`config.mk`:
```
export PLATFORM = sky130hd
export DESIGN_NAME = parking_slot_scheduler
export DESIGN_NICKNAME = d
export VERILOG_FILES = /design/src/rtl/parking_pkg.sv /design/src/rtl/parking_slot_scheduler_slot_alloc.sv /design/src/rtl/parking_slot_scheduler.sv
export SDC_FILE = /design/constraint.sdc
export NUM_CORES = 1
export LEC_CHECK = 0
export ABC_AREA = 1
export CELL_PAD_IN_SITES_DETAIL_PLACEMENT = 0
export CELL_PAD_IN_SITES_GLOBAL_PLACEMENT = 2
export CORE_MARGIN = 1.5
export CORE_UTILIZATION = 35
export CTS_BUF_LIST = sky130_fd_sc_hd__clkbuf_2 sky130_fd_sc_hd__clkbuf_4 sky130_fd_sc_hd__clkbuf_8
export CTS_CLUSTER_DIAMETER = 40
export DETAILED_ROUTE_END_ITERATION = 16
export GPL_ROUTABILITY_DRIVEN = 0
export PLACE_DENSITY = 0.92
export SYNTH_ARGS = -nofsm -noshare
export SYNTH_HDL_FRONTEND = slang
export SYNTH_SLANG_ARGS = --single-unit
```
`constraint.sdc`:
```
create_clock -name clk -period 2.3 [get_ports clk]
set_clock_uncertainty 0.05 [all_clocks]
set_input_delay 0.69 -clock clk [delete_from_list [all_inputs] [get_ports clk]]
set_output_delay 0.69 -clock clk [all_outputs]
set_load 0.02 [all_outputs]
```
`src/rtl/parking_pkg.sv`:
```
// Shared types and default sizes for the parking slot scheduler.
package parking_pkg;

  localparam int unsigned NUM_SLOTS_DEF = 4;
  localparam int unsigned SLOT_W_DEF    = 2;
  localparam int unsigned TIME_W_DEF    = 11;

  typedef enum logic [2:0] {
    ST_IDLE     = 3'd0,
    ST_ENTRY_OP = 3'd1,
    ST_EXIT_OP  = 3'd2,
    ST_DONE     = 3'd3,
    ST_RELEASE  = 3'd4
  } sched_state_t;

endpackage

```
`src/rtl/parking_slot_scheduler_slot_alloc.sv`:
```
// Lowest-index free slot finder over the occupancy bitmap.
module slot_alloc
  import parking_pkg::*;
#(
  parameter int unsigned NUM_SLOTS = NUM_SLOTS_DEF,
  parameter int unsigned SLOT_W    = SLOT_W_DEF
) (
  input  logic [NUM_SLOTS-1:0] occupied,
  output logic [SLOT_W-1:0]    free_idx_c,
  output logic                 any_free_c
);

  // Scan from the top down so the lowest free index wins.
  always_comb begin
    free_idx_c = '0;
    for (int i = int'(NUM_SLOTS) - 1; i >= 0; i--) begin
      if (!occupied[i]) free_idx_c = SLOT_W'(i);
    end
  end

  assign any_free_c = ~&occupied;

endmodule

```
`src/rtl/parking_slot_scheduler.sv`:
```
// Entry/exit arbiter with per-slot entry timestamps and parked-duration output.
module parking_slot_scheduler
  import parking_pkg::*;
#(
  parameter int unsigned NUM_SLOTS = NUM_SLOTS_DEF,
  parameter int unsigned SLOT_W    = SLOT_W_DEF,
  parameter int unsigned TIME_W    = TIME_W_DEF
) (
  input  logic                 clk,
  input  logic                 reset_n,
  input  logic [TIME_W-1:0]    timer,
  input  logic                 entry_req,
  input  logic                 exit_req,
  input  logic [SLOT_W-1:0]    exit_slot,
  output logic                 entry_ack,
  output logic [SLOT_W-1:0]    entry_slot,
  output logic                 entry_full,
  output logic                 exit_ack,
  output logic [TIME_W-1:0]    exit_duration,
  output logic                 exit_err,
  output logic [NUM_SLOTS-1:0] occupied,
  output logic [SLOT_W:0]      free_count
);

  sched_state_t      state, state_nxt;
  logic              prio_exit, prio_exit_nxt;
  logic              svc_exit, svc_exit_nxt;
  logic [TIME_W-1:0] stamp [NUM_SLOTS];
  logic [SLOT_W-1:0] free_idx_c;
  logic              any_free_c;
  logic              exit_hit_c;

  slot_alloc #(
    .NUM_SLOTS (NUM_SLOTS),
    .SLOT_W    (SLOT_W)
  ) u_slot_alloc (
    .occupied   (occupied),
    .free_idx_c (free_idx_c),
    .any_free_c (any_free_c)
  );

  // Out-of-range slot numbers are treated as unoccupied.
  assign exit_hit_c = (32'(exit_slot) < NUM_SLOTS) && occupied[exit_slot];

  // State, round-robin flag and serviced-side register.
  always_ff @(posedge clk or negedge reset_n) begin
    if (!reset_n) begin
      state     <= ST_IDLE;
      prio_exit <= 1'b1;
      svc_exit  <= 1'b0;
    end else begin
      state     <= state_nxt;
      prio_exit <= prio_exit_nxt;
      svc_exit  <= svc_exit_nxt;
    end
  end

  // Arbitration and sequencing; RELEASE holds until the serviced request drops.
  always_comb begin
    state_nxt     = state;
    prio_exit_nxt = prio_exit;
    svc_exit_nxt  = svc_exit;
    unique case (state)
      ST_IDLE: begin
        if (entry_req && exit_req) begin
          state_nxt     = prio_exit ? ST_EXIT_OP : ST_ENTRY_OP;
          svc_exit_nxt  = prio_exit;
          prio_exit_nxt = ~prio_exit;
        end else if (exit_req) begin
          state_nxt    = ST_EXIT_OP;
          svc_exit_nxt = 1'b1;
        end else if (entry_req) begin
          state_nxt    = ST_ENTRY_OP;
          svc_exit_nxt = 1'b0;
        end
      end
      ST_ENTRY_OP, ST_EXIT_OP: state_nxt = ST_DONE;
      ST_DONE:                 state_nxt = ST_RELEASE;
      ST_RELEASE: begin
        if (!(svc_exit ? exit_req : entry_req)) state_nxt = ST_IDLE;
      end
      default:                 state_nxt = ST_IDLE;
    endcase
  end

  // Slot bank, result registers and one-cycle acks (high while in DONE).
  always_ff @(posedge clk or negedge reset_n) begin
    if (!reset_n) begin
      entry_ack     <= 1'b0;
      exit_ack      <= 1'b0;
      entry_slot    <= '0;
      entry_full    <= 1'b0;
      exit_duration <= '0;
      exit_err      <= 1'b0;
      occupied      <= '0;
      free_count    <= (SLOT_W+1)'(NUM_SLOTS);
      for (int i = 0; i < int'(NUM_SLOTS); i++) stamp[i] <= '0;
    end else begin
      entry_ack <= (state == ST_ENTRY_OP);
      exit_ack  <= (state == ST_EXIT_OP);
      if (state == ST_ENTRY_OP) begin
        if (any_free_c) begin
          stamp[free_idx_c]    <= timer;
          occupied[free_idx_c] <= 1'b1;
          free_count           <= free_count - (SLOT_W+1)'(1);
          entry_slot           <= free_idx_c;
          entry_full           <= 1'b0;
        end else begin
          entry_full <= 1'b1;
        end
      end
      if (state == ST_EXIT_OP) begin
        if (exit_hit_c) begin
          exit_duration       <= timer - stamp[exit_slot];
          occupied[exit_slot] <= 1'b0;
          free_count          <= free_count + (SLOT_W+1)'(1);
          exit_err            <= 1'b0;
        end else begin
          exit_duration <= '0;
          exit_err      <= 1'b1;
        end
      end
    end
  end

endmodule
```
==> reports/qor.yml <==
power:
  powerDensity_mw_per_mm2: 1350
  switching_share_pct: 40.1
  power.internal_mw: 4.13
  switchingPower_mw: 2.76
  ir_drop_uv: 542
  clockPowerShare_pct: 18.0
  p_comb_share_pct: 47.2
  p_leak_nw: 2.50
  seqPwrFrac_pct: 34.8
floorplan:
  die_w_microns: 108
  start_util_pct: 35.7
  dieArea_sq_mm: 0.0117
  num_rows: 38
  core_sq_mm: 0.0108
  ios: 41
  die_h_microns: 108
synth:
  yosysSeqAreaShare_pct: 47.5
  avgSynthCellArea_sq_um: 8.36
  synth_top_area_share_pct: 46.1
  ys_warn_count: 0
  synthTopCellsByArea: "dfrtp_1 46%, nand2_1 16%, o21ai_2 6.1%, inv_1 4.1%, ha_1 3.9%"
  syn_area_sq_mm: 0.00385
  yosys.area.top_type: "dfrtp_1"
  syn_nets: 491
  synth_seq_cells: 73
  syn_inst: 461
  synth_cell_types: 39
critical_path:
  crit_family: "buffers and inverters"
  cpPeakStageDelay_ns: 0.66
  crit_path_end_kind: "primary output"
  slowest_stage: "clkdlybuf4s50_1"
  cp_data_arrival_time_ns: 1.50
  crit_chain: "clkdlybuf4s50_1"
  required_ns: 1.56
  worstSetupStartpointType: "flop"
  path_class: "flop to primary output"
  rrSetupSlack_ns: 0.40
  critPathMaxFanout: 6
  critical_path_buf_inv_count: 1
layout:
  multi_input_area_sq_mm: 0.00193
  regArea_sq_mm: 0.00183
  final_common_cell: "nand2_1"
  syn2layout_area_growth_pct: 32.7
  final_cell_mix: "157 x nand2_1, 71 x dfrtp_1, 41 x inv_1"
  nets: 564
  instances_no_fill: 679
  n_antenna_cell: 0
  layout-drive-gt1-share_pct: 25.4
  n_fill_cell: 1029
  final_util_pct: 47.4
placement:
  io_buffers: 40
  dpl.cell_count: 655
  dpl.hpwl_mm: 6.58
timing:
  finalHoldViolCount: 0
  max-slew-margin-rel_pct: 61.5
  max_freq_mhz: 447
  setup_viol_count_final: 0
  tightest_slew_ns: 0.576
  slew_violations: 0
  rsz0062_at_grt: "true"
  tns_ns: 0
  period_minus_slack_ns: 2.24
  timing.final.crit_share_pct: 97.3
clocking:
  clockBufferDepth: 2
  cts_tree: "done"
  cts_buffers: 9
  insertion_delay_ns: 0.35
  cts_sinks: 73
  clock-root-buffer: "clkbuf_8"
  cts_max_level: 3
  clk_pin_slew_ns: 0.07
routing:
  drt_iter0_markers: 138
  drt_wl_total_mm: 9.35
  drc: 0
  antenna_left: 0
  routed_via_density: 4.73
  dr.pass1.iters: 4
  post_drt_wl_per_cell_microns: 13.8
  vias: 3215
global_routing:
  overflow: 0
  track_usage_pct: 17.1
  grt_pass1_vias: 3033
  grt_pass1_wl_mm: 15.3
  antenna_found_initial: 0
  grt_max_degree: 61
run:
  drv_cap: 0
status:
  outcome: "finished, final reports clean"
hold_path:
  hold_class: "primary input to asynchronous set/reset pin"
[registers in the layout (all words and copies together), names as in the netlist]
signal	flops
free_count	3
prio_exit	1
entry_ack	1
svc_exit	1
exit_duration	11
stamp	44
occupied	4
exit_ack	1
entry_slot	2
exit_err	1
entry_full	1
state	3
[final cells by class]
class,instances,share of cell area [%]
clock buffer,11,2.84
clock inverter,5,2.03
multi-input combinational,326,37.8
sequential,73,35.8
timing repair buffer,73,13.9
inverter,50,4.11
tap,140,3.42
timing repair inverter,1,0.171
[Yosys cell counts]
cell      number
a21o_1         1
a21oi_1        7
a21oi_2        1
a221oi_1       8
a221oi_2       1
a22oi_1        2
a31oi_1        1
buf_2          7
buf_6          5
clkbuf_1       1
clkinv_1       1
clkinv_2       2
dfrtp_1       71
dfstp_2        2
fa_1           1
ha_1          12
inv_1         42
inv_2          5
nand2_1      167
nand2_2        3
nand3_1       12
nand3_2        2
nand3_4        2
nand3b_1       1
nand4_1        3
nor2_1        25
nor2_4         1
nor3_1         1
nor3_2         1
o211ai_2       1
o21a_1         2
o21ai_0       20
o21ai_1       16
o21ai_2       27
o22ai_2        1
o31ai_1        1
or2_2          1
xnor2_1        2
xor2_1         2
[metal layers]
metal,routed length (microns),vias up,GRT usage [%]
met1,4690,1515,23.6
met2,4230,47,27.1
met4,131,0,5.92
met3,300,13,2.83
met5,0,-,0
li1,-,1640,-
[stage by stage]
stage | total power, mW | setup WS [ns] | cell area [sq um] | hold slack [ns]
final | 6.89 | 0.0621 | 5110 | 0.199
after global routing | 7.44 | -0.0593 | 5110 | 0.214
after CTS | 6.82 | 0.0200 | 5000 | 0.189
after detailed placement | 5.51 | -0.761 | 4630 | 0.421
after global placement | 5.45 | -0.748 | 4630 | 0.408
after floorplan | 4.43 | -0.0887 | 3950 | 0.344
[repair_timing]
action                                  in CTS  in global routing
gates resized for setup                     20                 28
cloned                                       2                  0
buffers inserted                             5                  1
hold buffers                                 0                  0
endpoints found under the setup margin      10                  9
pin swaps                                   12                  9
[cells by family (layout without fill, tap and decap cells)]
family	count (synthesis)	count (layout)	synth area share, %
and+or+nand+nor	219	220	23.7
xor gates and xnor gates	4	4	0.909
AOI/OAI and AO/OA	89	89	16.1
adders and majority gates	13	13	4.41
DFF	73	73	47.5
buffers and inverters	63	140	7.40
[power groups by stage]
stage	logic, mW	registers [mW]	clock network, mW
after floorplan	1.92	2.51	0
after global placement	3.06	2.38	0
after detailed placement	3.12	2.39	0
after CTS	3.18	2.38	1.26
after global routing	3.65	2.47	1.32
final	3.25	2.40	1.24
[final timing paths]
| kind | startpoint | end | cells after the start |
|---|---|---|---|
| setup / recovery | occupied[2] | occupied[2] | 1 |
| hold reg to reg | stamp[10] | stamp[10] | 2 |
| max in group asynchronous | reset_n | prio_exit | 2 |
| min in group clk | stamp[10] | stamp[10] | 2 |
| setup reg to reg | stamp[0] | exit_duration[6] | 10 |
| hold / removal | reset_n | entry_full | 1 |
(Power assumes the default switching activity.)
